$ cat src/rtl/pingpong_buf_ctrl.sv
// Ping-pong bank controller for the SPI receive RAM.
// Received bytes fill one bank while the other (if closed) is drained to a
// valid/ready consumer. Banks close on full or on end of frame and are
// drained oldest first. Writes to an occupied bank are dropped and flagged.
module pingpong_buf_ctrl #(
    parameter int DW = 8,
    parameter int AW = 8
) (
    input  logic          clk,
    input  logic          rst,
    input  logic          wr_valid,
    input  logic [DW-1:0] wr_data,
    input  logic          frame_end,
    output logic          ram_we,
    output logic [AW:0]   ram_waddr,
    output logic [DW-1:0] ram_wdata,
    output logic          ram_re,
    output logic [AW:0]   ram_raddr,
    input  logic [DW-1:0] ram_rdata,
    output logic [DW-1:0] dout,
    output logic          dout_valid,
    input  logic          dout_ready,
    output logic          dout_last,
    output logic          drdy,
    output logic          overrun
);

    typedef enum logic [1:0] {
        B_EMPTY    = 2'd0,
        B_FILLING  = 2'd1,
        B_CLOSED   = 2'd2,
        B_DRAINING = 2'd3
    } bank_st_t;

    typedef enum logic [1:0] {
        R_IDLE  = 2'd0,
        R_FETCH = 2'd1,
        R_WAIT  = 2'd2
    } rd_st_t;

    localparam logic [AW:0] FULL_C = {1'b1, {AW{1'b0}}};
    localparam logic [AW:0] ONE_C  = {{AW{1'b0}}, 1'b1};

    // Bank bookkeeping
    bank_st_t    bank_st_r  [2];
    bank_st_t    bank_nxt_s [2];
    logic [AW:0] len_r      [2];
    logic [AW:0] len_nxt_s  [2];
    logic        drdy_nxt_s;
    logic        drdy_r;

    // Write side
    logic        wr_bank_r;
    logic [AW:0] wr_cnt_r;
    logic        wr_ok_s;
    logic        we_s;
    logic        ovr_s;
    logic [AW:0] wr_cnt_inc_s;
    logic        close_s;

    // Read side
    rd_st_t      rd_st_r;
    rd_st_t      rd_st_nxt_s;
    logic        rd_bank_r;
    logic [AW:0] rd_cnt_r;
    logic        re_s;
    logic        start_drain_s;
    logic        load_s;
    logic        is_last_s;
    logic        hs_s;
    logic        hs_last_s;
    logic [DW-1:0] dout_r;
    logic        dout_valid_r;
    logic        dout_last_r;

    // Write acceptance, write counter advance and bank close decision
    always_comb begin
        wr_ok_s      = (bank_st_r[wr_bank_r] == B_EMPTY) || (bank_st_r[wr_bank_r] == B_FILLING);
        we_s         = wr_valid && wr_ok_s && !rst;
        ovr_s        = wr_valid && !wr_ok_s && !rst;
        wr_cnt_inc_s = wr_cnt_r + {{AW{1'b0}}, we_s};
        close_s      = 1'b0;
        if (we_s && (wr_cnt_inc_s == FULL_C)) begin
            close_s = 1'b1;
        end else if (frame_end && (wr_cnt_inc_s != {(AW+1){1'b0}}) && !rst) begin
            close_s = 1'b1;
        end else begin
            close_s = 1'b0;
        end
    end

    // Read FSM next state and per-cycle read actions
    always_comb begin
        rd_st_nxt_s   = rd_st_r;
        re_s          = 1'b0;
        start_drain_s = 1'b0;
        load_s        = 1'b0;
        is_last_s     = (rd_cnt_r == (len_r[rd_bank_r] - ONE_C));
        hs_s          = dout_valid_r && dout_ready;
        hs_last_s     = hs_s && dout_last_r;
        case (rd_st_r)
            R_IDLE: begin
                if (bank_st_r[rd_bank_r] == B_CLOSED) begin
                    start_drain_s = 1'b1;
                    rd_st_nxt_s   = R_FETCH;
                end else begin
                    rd_st_nxt_s   = R_IDLE;
                end
            end
            R_FETCH: begin
                if (!dout_valid_r || dout_ready) begin
                    re_s        = !rst;
                    rd_st_nxt_s = R_WAIT;
                end else begin
                    rd_st_nxt_s = R_FETCH;
                end
            end
            R_WAIT: begin
                load_s = 1'b1;
                if (is_last_s) begin
                    rd_st_nxt_s = R_IDLE;
                end else begin
                    rd_st_nxt_s = R_FETCH;
                end
            end
            default: begin
                rd_st_nxt_s = R_IDLE;
            end
        endcase
    end

    // Per-bank next state; write and read sides never touch the same bank
    // in the same cycle because they own disjoint state pairs
    always_comb begin
        drdy_nxt_s = 1'b0;
        for (int b = 0; b < 2; b++) begin
            bank_nxt_s[b] = bank_st_r[b];
            len_nxt_s[b]  = len_r[b];
            if (close_s && (wr_bank_r == 1'(b))) begin
                bank_nxt_s[b] = B_CLOSED;
                len_nxt_s[b]  = wr_cnt_inc_s;
            end else if (we_s && (wr_bank_r == 1'(b))) begin
                bank_nxt_s[b] = B_FILLING;
            end else if (start_drain_s && (rd_bank_r == 1'(b))) begin
                bank_nxt_s[b] = B_DRAINING;
            end else if (hs_last_s && (rd_bank_r == 1'(b))) begin
                bank_nxt_s[b] = B_EMPTY;
            end else begin
                bank_nxt_s[b] = bank_st_r[b];
            end
            if ((bank_nxt_s[b] == B_CLOSED) || (bank_nxt_s[b] == B_DRAINING)) begin
                drdy_nxt_s = 1'b1;
            end else begin
                drdy_nxt_s = drdy_nxt_s;
            end
        end
    end

    // Bank state, bank lengths and the registered drdy flag
    always_ff @(posedge clk) begin
        if (rst) begin
            bank_st_r[0] <= B_EMPTY;
            bank_st_r[1] <= B_EMPTY;
            len_r[0]     <= {(AW+1){1'b0}};
            len_r[1]     <= {(AW+1){1'b0}};
            drdy_r       <= 1'b0;
        end else begin
            bank_st_r[0] <= bank_nxt_s[0];
            bank_st_r[1] <= bank_nxt_s[1];
            len_r[0]     <= len_nxt_s[0];
            len_r[1]     <= len_nxt_s[1];
            drdy_r       <= drdy_nxt_s;
        end
    end

    // Write bank pointer and fill counter
    always_ff @(posedge clk) begin
        if (rst) begin
            wr_bank_r <= 1'b0;
            wr_cnt_r  <= {(AW+1){1'b0}};
        end else if (close_s) begin
            wr_bank_r <= ~wr_bank_r;
            wr_cnt_r  <= {(AW+1){1'b0}};
        end else begin
            wr_cnt_r  <= wr_cnt_inc_s;
        end
    end

    // Read FSM state, read bank pointer and read counter
    always_ff @(posedge clk) begin
        if (rst) begin
            rd_st_r   <= R_IDLE;
            rd_bank_r <= 1'b0;
            rd_cnt_r  <= {(AW+1){1'b0}};
        end else begin
            rd_st_r <= rd_st_nxt_s;
            if (hs_last_s) begin
                rd_bank_r <= ~rd_bank_r;
                rd_cnt_r  <= {(AW+1){1'b0}};
            end else if (load_s) begin
                rd_cnt_r  <= rd_cnt_r + ONE_C;
            end else begin
                rd_cnt_r  <= rd_cnt_r;
            end
        end
    end

    // Output register: loaded only when empty, so it holds while stalled
    always_ff @(posedge clk) begin
        if (rst) begin
            dout_r       <= {DW{1'b0}};
            dout_valid_r <= 1'b0;
            dout_last_r  <= 1'b0;
        end else if (load_s) begin
            dout_r       <= ram_rdata;
            dout_valid_r <= 1'b1;
            dout_last_r  <= is_last_s;
        end else if (hs_s) begin
            dout_valid_r <= 1'b0;
        end else begin
            dout_valid_r <= dout_valid_r;
        end
    end

    assign ram_we     = we_s;
    assign overrun    = ovr_s;
    assign ram_waddr  = we_s ? {wr_bank_r, wr_cnt_r[AW-1:0]} : {(AW+1){1'b0}};
    assign ram_wdata  = we_s ? wr_data : {DW{1'b0}};
    assign ram_re     = re_s;
    assign ram_raddr  = re_s ? {rd_bank_r, rd_cnt_r[AW-1:0]} : {(AW+1){1'b0}};
    assign dout       = dout_r;
    assign dout_valid = dout_valid_r;
    assign dout_last  = dout_last_r;
    assign drdy       = drdy_r;

endmodule

$ cat config.mk
export PLATFORM = sky130hd
export DESIGN_NAME = pingpong_buf_ctrl
export DESIGN_NICKNAME = d
export VERILOG_FILES = /design/src/rtl/pingpong_buf_ctrl.sv
export SDC_FILE = /design/constraint.sdc
export NUM_CORES = 1
export LEC_CHECK = 0
export CAP_MARGIN = 20
export CORE_MARGIN = 2
export CORE_UTILIZATION = 51
export CTS_CLUSTER_SIZE = 30
export DETAILED_ROUTE_END_ITERATION = 8
export GPL_TIMING_DRIVEN = 1
export PLACE_DENSITY = 0.8
export SKIP_LAST_GASP = 1
export SLEW_MARGIN = 20
export SYNTH_ARGS = -nofsm -noshare
export SYNTH_HDL_FRONTEND = slang
export SYNTH_SLANG_ARGS = --single-unit
$ cat constraint.sdc
create_clock -name clk -period 8.8 [get_ports clk]
set_input_delay 1.76 -clock clk [delete_from_list [all_inputs] [get_ports clk]]
set_output_delay 1.76 -clock clk [all_outputs]
set_load 0.005 [all_outputs]
==> results.txt <==
Status = completed
Post-synthesis net count = 345
Final Hold Viols = 0
Slew Viols, Final = 0
All-Layer GR Usage = 0.214
Via Count = 2,381
MaxCap Viol Count = 0
First-pass GRT wire length = 10,600 um
1st-iter DRT viols = 82
CTS tree = done
Design area = 3740 um^2
Reg power frac = 0.483
Gate Count Post-Synth = 316
Vias in the first global route = 2,354
Min Tclk post-route = 5670 ps
Post-DP HPWL = 4760 um
Pleak = 1.31 nW
FMAX = 177 MHz
Clock buffer depth = 2
Die X = 80.1 um
Logic pwr share = 0.204
Delay-heaviest family, CP = buffers and inverters
Mean cell area of the mapped netlist = 9.34 um^2
Grt ovf = 0
Wire per inst = 14.1 um
Internal power = 0.461 mW
First-pass iteration count of the detailed router = 5
Synth unique cells = 48
Pwr dens = 172 nW/um^2
CP dominant cell by count = clkdlybuf4s50_1
Buf+Inv Stages, Crit Path = 4
Switch share = 0.283
I/O Buffers = 60
Arrival @ worst endpoint = 3910 ps
# IOs = 61
Initial antenna violation count = 0
Register area share after synthesis = 0.448
Register area = 1320 um^2
Worst-Margin Slew = 873 ps
Initial core utilization = 0.533
Clock power share = 0.313
Placed inst area = 3590 um^2
EDFF count, synth = 18
Synth warn = 0
Post-route ant nets = 0
RePlAce Congestion = 0.814
Worst clock skew = 7.85 ps
Final design utilization = 0.675
Count of state elements after synthesis = 57
Die height = 80.1 um
Nets = 404
Worst-path maximum fanout = 38
Crit path cell chain = clkdlybuf4s50_1, buf_4, nand3b_1, inv_1, ha_1, clkdlybuf4s50_1
Antenna cells = 0
Worst setup EP type = output pin
Top cells by count, synth = dfxtp_1, nor2_1, nand2_1
Post-CTS setup buffers = 0
CP required = 7040 ps
Pwr Total = 0.643 mW
Multi-input logic area = 1530 um^2
Ranking of synthesized cells by area = dfxtp_1, edfxtp_1, and2_1
P_sw = 0.182 mW
Cts hold-fix bufs = 0
Area of the core = 5540 um^2
# rows = 27
Clk slew on worst S/H paths = 60 ps
Setup CP Type = input pin to output pin
Cts bufs inserted = 9
Full die area = 6410 um^2
Setup_tns = 0 ps
FILL cells = 463
Clock sink count = 57
Slew HR = 0.418
Cell taking the most area after synthesis = dfxtp_1
Top FF cell, synth = dfxtp_1
FFs w/ async S/R, synth = 0
WHS = 453 ps
CP Launch Type = input pin
Hold Path Class = register to register
Slowest stage delay, CP = 530 ps
Root Driver = clkbuf_8
Synth top area share = 0.265
Area Growth Syn to Fin = 26.8%
Fin crit share = 0.644
H-Tree Depth = 3
Largest net degree at the start of global routing = 39
Mapped Area = 2950 um^2
Vias per cell = 5.27
Setup violations, final = 0
RSZ-0062 raised after global routing = false
Share of cells above drive strength 1 = 0.0763
DRT Wirelength = 6400 um
DR DRC count = 0
CTS resizes = 0
CP max stage cell = clkdlybuf4s50_1
Worst-Skew Late Latency = 330 ps
Worst vdd ir = 169 uV
cells in the final DEF (no fill, tap or decap), drive strengths merged, types with 4 or more instances in the layout:
master         Yosys  layout
clkdlybuf4s50      0      60
nor2              39      39
ha                 8       8
edfxtp            18      18
a21oi             19      19
and3               7       7
and2              24      24
nor2b              4       4
nand4              4       4
clkbuf            10      12
mux2i             10      10
nor3b              5       5
nor3              18      18
nand2             25      25
xor2              11      11
inv               10      11
nand3              6       6
xnor2             16      16
dfxtp             39      39
or2                4       4
cell type report:
| class | count | area share |
|---|---|---|
| clock buffer | 12 | 0.0361 |
| clock inverter | 4 | 0.00568 |
| inverter | 10 | 0.0100 |
| multi-input combinational | 236 | 0.409 |
| sequential | 57 | 0.353 |
| tap | 72 | 0.0241 |
| timing repair buffer | 61 | 0.162 |
state kept, by name (all words and copies together) (netlist names), named ones only:
register and count:
wr_cnt_r 9, drdy 1, wr_bank_r 1, dout_last 1
bank_st_r 4, dout_valid 1, dout 8, len_r 18
rd_bank_r 1, rd_st_r 2, rd_cnt_r 9
metal layers:
| layer | vias to the layer above | global-route usage | part of all wire |
|---|---|---|---|
| met2 | 43 | 0.339 | 0.49 |
| met5 | - | 0 | 0 |
| met1 | 1117 | 0.274 | 0.47 |
| met3 | 11 | 0.0438 | 0.028 |
| met4 | 0 | 0.110 | 0.018 |
| li1 | 1210 | - | - |
per-stage QoR:
step / std cells / setup slack [ps]
after floorplan: 316 / 4080
after global placement: 436 / 3200
after detailed placement: 436 / 3110
after CTS: 452 / 3140
after global routing: 452 / 2930
final: 452 / 3130
worst register-to-register path: cells and delay by family, from the launching register on:
family / cells / cell delay [ps]
AOI/OAI and AO/OA: 1 / 150
and+or+nand+nor: 8 / 1790
buffers and inverters: 1 / 380
DFF: 1 / 320
muxes: 1 / 250
adders and majority gates: 3 / 770
final timing paths:
path | from | endpoint | slack (ps) | cells past startpoint
min reg2reg | dout[5] | dout[5] | 450 | 2
min | dout[5] | dout[5] | 450 | 2
max reg2reg | register | len_r[1][7] | 4960 | 14
max | rst | ram_waddr[0] | 3130 | 6
cell families after synthesis:
kind of cell / count (synthesis) / share of synthesized area
AND/OR/NAND/NOR: 153 / 0.283
flip-flops: 57 / 0.448
AO/OA/AOI/OAI: 37 / 0.0818
XOR/XNOR: 27 / 0.0801
buffers and inverters: 23 / 0.0343
multiplexers: 11 / 0.0390
adder cells (fa/ha/maj): 8 / 0.0339
power groups by stage:
| stage | Sequential, mW | Combinational [mW] | Clock [mW] |
|---|---|---|---|
| global placement | 0.315 | 0.128 | 0 |
| CTS | 0.310 | 0.131 | 0.208 |
| floorplan | 0.312 | 0.0835 | 0 |
| detailed placement | 0.316 | 0.131 | 0 |
| global route | 0.314 | 0.145 | 0.220 |
| finish | 0.311 | 0.131 | 0.201 |
(Power assumes the default switching activity.)
